==> config.mk <==
export PLATFORM = sky130hd
export DESIGN_NAME = cond_logic
export DESIGN_NICKNAME = d
export VERILOG_FILES = /design/src/rtl/cond_logic.sv
export SDC_FILE = /design/constraint.sdc
export NUM_CORES = 1
export LEC_CHECK = 0
export ABC_CLOCK_PERIOD_IN_PS = 1600
export BUFFER_PORTS_ARGS = -buffer_cell sky130_fd_sc_hd__buf_4
export CORE_AREA = 3 3 40 42
export DETAILED_ROUTE_END_ITERATION = 12
export DIE_AREA = 0 0 43 45
export PLACE_DENSITY_LB_ADDON = 0.08
export SLEW_MARGIN = 20
export SYNTH_ARGS = -nofsm -noshare
export SYNTH_HDL_FRONTEND = slang
export SYNTH_SLANG_ARGS = --single-unit
==> constraint.sdc <==
create_clock -name clk -period 1.6 [get_ports clk]
set_input_delay 0.08 -clock clk [delete_from_list [all_inputs] [get_ports clk]]
set_output_delay 0.08 -clock clk [all_outputs]
set_load 0.05 [all_outputs]
==> src/rtl/cond_logic.sv <==
// Conditional-execution stage: holds the NZCV flags, evaluates the instruction
// condition field against them and gates the decoder's write requests.
module cond_logic (
  input  logic       clk,
  input  logic       reset,
  input  logic       en,
  input  logic [3:0] Cond,
  input  logic [3:0] ALUFlags,
  input  logic [1:0] FlagW,
  input  logic       PCS,
  input  logic       RegW,
  input  logic       MemW,
  input  logic       NoWrite,
  output logic       PCSrc,
  output logic       RegWrite,
  output logic       MemWrite,
  output logic       CondEx,
  output logic [3:0] Flags
);

  logic [3:0] flags_q, flags_d;
  logic       n_f, z_f, c_f, v_f;
  logic       base_pass;
  logic       go;
  logic       wr_nz, wr_cv;

  assign {n_f, z_f, c_f, v_f} = flags_q;

  // Codes pair up as (test, !test) on Cond[0]; 111x is always-pass.
  always_comb begin
    base_pass = 1'b0;
    unique case (Cond[3:1])
      3'b000:  base_pass = z_f;
      3'b001:  base_pass = c_f;
      3'b010:  base_pass = n_f;
      3'b011:  base_pass = v_f;
      3'b100:  base_pass = c_f & ~z_f;
      3'b101:  base_pass = ~(n_f ^ v_f);
      3'b110:  base_pass = ~z_f & ~(n_f ^ v_f);
      default: base_pass = 1'b1;
    endcase
  end

  assign CondEx = (Cond[3:1] == 3'b111) ? 1'b1 : (base_pass ^ Cond[0]);

  assign go       = CondEx & en & ~reset;
  assign PCSrc    = PCS & go;
  assign RegWrite = RegW & ~NoWrite & go;
  assign MemWrite = MemW & go;

  // Write enables resolve to 0 whenever en or CondEx is 0, so X on
  // FlagW/ALUFlags cannot leak into the held flags.
  assign wr_nz = en & CondEx & FlagW[1];
  assign wr_cv = en & CondEx & FlagW[0];

  always_comb begin
    flags_d = flags_q;
    if (wr_nz) flags_d[3:2] = ALUFlags[3:2];
    if (wr_cv) flags_d[1:0] = ALUFlags[1:0];
  end

  always_ff @(posedge clk) begin
    if (reset) flags_q <= 4'b0000;
    else       flags_q <= flags_d;
  end

  assign Flags = flags_q;

endmodule

* Word-level counts from Yosys, hierarchy flattened *
Index checks and enable logic that the tools add are counted.

operators by class
  eq/ne operators = 7
  mux-type cells = 2
  bitwise logic cells = 16
  reductions and logical operators = 1

operator list
  cell                number
  $eq 3x3->1 const B  4
  $and 1x1->1         10
  $pmux 1 s7          1
  $eq 3x2->1 const B  2
  $not 1->1           4
  $eq 3x1->1 const B  1
  $logic_not 3->1     1
  $xor 1x1->1         2
  $mux 1              1

word-level totals
  register bits = 4
  input port bits = 17
  output and inout port bits = 8

* Depth between registers and ports, before layout *
  word-level depth = 9
  gate-level depth with buffers = 5
  gate-level depth less buffers = 5

* Least setup slack after synthesis *
No wires, ideal clock.

  path kind = reg-to-output
  from = register flags_q[2] (netlist: Flags[2])
  to = output port RegWrite
  arrival = 2.693 ns
  required time = 1.520 ns
  slack = -1.173 ns
  cell stages (with the launch flop) = 6
  cell sequence = dfxtp_1 nor2_1 mux2_2 a41o_1 nor3_2 and4b_1

on the way
  cells in the longest elaborated chain, start to end = 8

RTL lines
  what                                   RTL line  RTL
  start: declaration                     21        logic [3:0] flags_q, flags_d;
  start signal: assignment               64        else flags_q <= flags_d;
  $not 1->1                              37, 39
  $and 1x1->1, on equally long branches  39, 37
  $pmux 1 s7 *                           32        unique case (Cond[3:1])
  $xor 1x1->1 *                          44        assign CondEx = (Cond[3:1] == 3'b111) ? 1'b1 : (base_pass ^ Cond[0]);
  $mux 1 *                               44
  net CondEx                             17        output logic CondEx,
  $and 1x1->1 * (2 in series)            46        assign go = CondEx & en & ~reset;
  $and 1x1->1 *                          48        assign RegWrite = RegW & ~NoWrite & go;
  end: declaration                       15        output logic RegWrite,

The timed path passes the listed nets; every way through them passes the cells marked *.

* Worst setup path after layout *
  from = register flags_q[0] (netlist: Flags[0])
  to = output port RegWrite

on the way
  cells in the longest elaborated chain, start to end = 9

RTL lines
  what                         RTL line  RTL
  $xor 1x1->1                  38, 39
  $not 1->1                    38, 39
  $and 1x1->1                  39        3'b110: base_pass = ~z_f & ~(n_f ^ v_f);
  $pmux 1 s7 *                 32
  $xor 1x1->1 *                44
  $mux 1 *                     44
  $and 1x1->1 * (2 in series)  46
  $and 1x1->1 *                48

Mark *: on every way between the ends. The rest lies on a longest branch, timed or not.

==> impl_metrics.py <==
metrics = {
    "route": {
        "postRouteWirelength_mm": 1.10,
        "vias_per_cell": 4.68,
        "ant_nets": 0,
        "drc": 0,
        "wire_per_inst_um": 11.7,
        "vias": 440,
        "drtPass1Iterations": 4,
        "drt_iter0_drc": 4,
    },
    "die": {
        "row_count": 13,
        "die_h_um": 45,
        "die-area_um2": 1940,
        "die_w_um": 43,
        "start_util_pct": 29.5,
        "design.core.area_um2": 1280,
        "io_pins": 25,
    },
    "finish": {
        "finalCoreUtilization_pct": 63.0,
        "antenna_cells": 0,
        "largest_reg_flops": 4,
        "nNetsFinal": 98,
        "multiInputGateArea_um2": 347,
        "fill_cells": 113,
        "ff_latch_area_um2": 95.1,
        "drive_gt1_share_pct": 72.2,
        "area_growth_pct": 114,
    },
    "worst_hold_path": {
        "holdPathStages": 3,
        "hp-class": "input port to flip-flop",
        "min_to": "Flags[2]",
        "min_from": "ALUFlags[2]",
    },
    "setup_path": {
        "cp.buffers_inverters": 1,
        "cp_data_required_time_ns": 1.52,
        "r2r_cells": 8,
        "start_kind": "flip-flop",
        "crit_type": "flip-flop to output port",
        "cpMaxStageDelayCell": "mux4_2",
        "cp_cell_sequence": "mux4_2, xor2_2, nor2_2, nor3_4, and4b_4, buf_8",
        "max_stage_delay_ns": 0.49,
        "r2r_slack_ns": -0.11,
        "crit_family": "simple AND/OR/NAND/NOR gates",
        "r2r_end": "Flags[0]",
        "cp-startpoint": "Flags[0]",
        "cp.arrival_ns": 1.87,
        "critPathMaxFanout": 4,
        "r2r-start": "Flags[2]",
        "cp-end-kind": "output port",
    },
    "clocking": {
        "cts_tree": "built",
        "clockBufferDepth": 2,
        "numCtsBuffers": 3,
        "insertion_delay_ns": 0.23,
        "htreeDepth": 1,
        "cts.sinks": 4,
        "cts_hold_buf": 0,
        "root_buffer": "clkbuf_4",
        "cts.clk_slew.worst_paths_ns": 0.03,
    },
    "sta": {
        "rsz0062_at_grt": "yes",
        "final.setup.tns_ns": -1.62,
        "fin_worst_skew_ns": 0.000662,
        "max_slew_margin_pct": 80.7,
        "hold_viol": 0,
        "setup_viol": 8,
        "period_minus_slack_ns": 1.95,
        "fin_ws_ns": -0.352,
        "max_freq_ghz": 0.512,
        "period_share_pct": 122,
        "slew_violations": 0,
        "tightestPinTransition_ns": 0.289,
    },
    "placement": {
        "globalplace.congestion": 0.718,
        "port_buffers": 24,
        "dp_hpwl_um": 925,
        "pre_cts_ws_ns": -0.193,
    },
    "yosys": {
        "synth_area_um2": 379,
        "ys_seq_elements": 4,
        "synth.distinct_cells": 19,
        "seq_area_frac_synth_pct": 21.1,
        "synth_warnings": 0,
        "synthCells": 38,
        "syn_avg_cell_area_um2": 9.98,
        "syn_nets": 55,
    },
    "global_route": {
        "grt_pass1_wl_mm": 1.93,
        "antenna_found_initial": 0,
        "first_global_vias": 460,
        "grt-ovfl-total": 0,
        "grt_max_degree": 10,
        "grtUsageTotal_pct": 13.3,
    },
    "status": {
        "outcome": "finished with violations",
        "violations": "setup timing",
    },
    "run": {
        "maxCapViolCount": 0,
    },
    "power_and_ir_drop": {
        "power_density_nw_per_um2": 545,
        "leakagePower_uw": 0.000358,
        "peakVddDrop_v": 0.000353,
    },
}
[report_power, final]
part	switching (µW)	total (µW)	leakage (µW)	internal [µW]
combinational	105	218	0.000309	113
sequential	2.90	105	0.0000356	102
clock	35.3	119	0.0000138	83.5
total	143	442	0.000358	299
[synthesized netlist by cell type]
cell      instances  share of area (%)
nor3_2            3                7.9
nand3b_1          1                2.0
mux2_2            1                3.0
a41o_1            1                2.6
o211ai_1          2                4.0
and2_1            1                1.7
nor2b_1           1                1.7
and4b_1           1                2.6
nand2_1           1               0.99
mux2i_1           4                 11
mux4_2            1                5.9
nand2b_1          8                 13
nor2_1            2                2.0
xnor2_1           1                2.3
a211oi_4          1                5.3
nor4b_2           1                4.0
and3_1            3                5.0
dfxtp_1           4                 21
xor2_2            1                4.3
[area by class of cell]
| type | instances | area share (%) |
|---|---|---|
| well taps | 15 | 2.32 |
| flip-flops and latches | 4 | 11.7 |
| multi-input cells | 34 | 42.8 |
| repair buffers | 38 | 40.3 |
| clock buffers | 3 | 2.78 |
[layer usage]
layer  vias up  part of all wire (%)  track usage [%]
met4         0                     0             5.42
met3         0                   6.7             3.19
met5         -                     0                0
met2        13                    57             25.4
li1        224                     -                -
met1       203                    36             13.9
[cells in the final DEF (no fill, tap or decap), types with 2 or more instances in the layout]
cell / count
buf_6: 3
buf_8: 4
and3_4: 2
nor3_4: 3
mux2i_1: 4
clkbuf_4: 3
nand2b_1: 8
dfxtp_4: 4
o211ai_1: 2
buf_4: 31
[stage by stage]
step / instances / instance area [µm²] / power (µW) / hold slack [ns]
finish: 94 / 810 / 442 / 0.110
global route: 94 / 810 / 470 / 0.118
detailed placement: 89 / 706 / 300 / 0.350
CTS: 94 / 810 / 452 / 0.102
floorplan: 38 / 417 / 210 / 0.224
global placement: 89 / 706 / 299 / 0.352
[worst register-to-register path, delay by kind of cell (launching register included)]
kind | cells | cell delay (ns)
DFF | 1 | 0.34
muxes | 2 | 0.47
and+or+nand+nor | 2 | 0.23
AOI/OAI and AO/OA | 1 | 0.22
buffers and inverters | 3 | 0.37
[logic make-up (layout without fill, tap and decap cells)]
logic type,after synthesis,count (layout),synth area share (%)
and+or+nand+nor,22,22,40.9
DFF,4,4,21.1
muxes,6,6,19.5
buffers and inverters,0,41,0
xor gates and xnor gates,2,2,6.60
AOI/OAI and AO/OA,4,4,11.9
[worst max path at each step]
stage,endpoint,cells past startpoint
CTS,RegWrite,6
global placement,RegWrite,6
floorplan,RegWrite,5
global route,RegWrite,6
finish,RegWrite,6
detailed placement,RegWrite,6
[timing repair]
item                                    4_1_cts  5_1_grt
pin swaps                                     7        1
endpoints found under the setup margin        8        8
setup buffers                                 2        0
cloned                                        0        0
gates resized for setup                      15        0
Note: power is estimated with default switching activity, not from simulation.
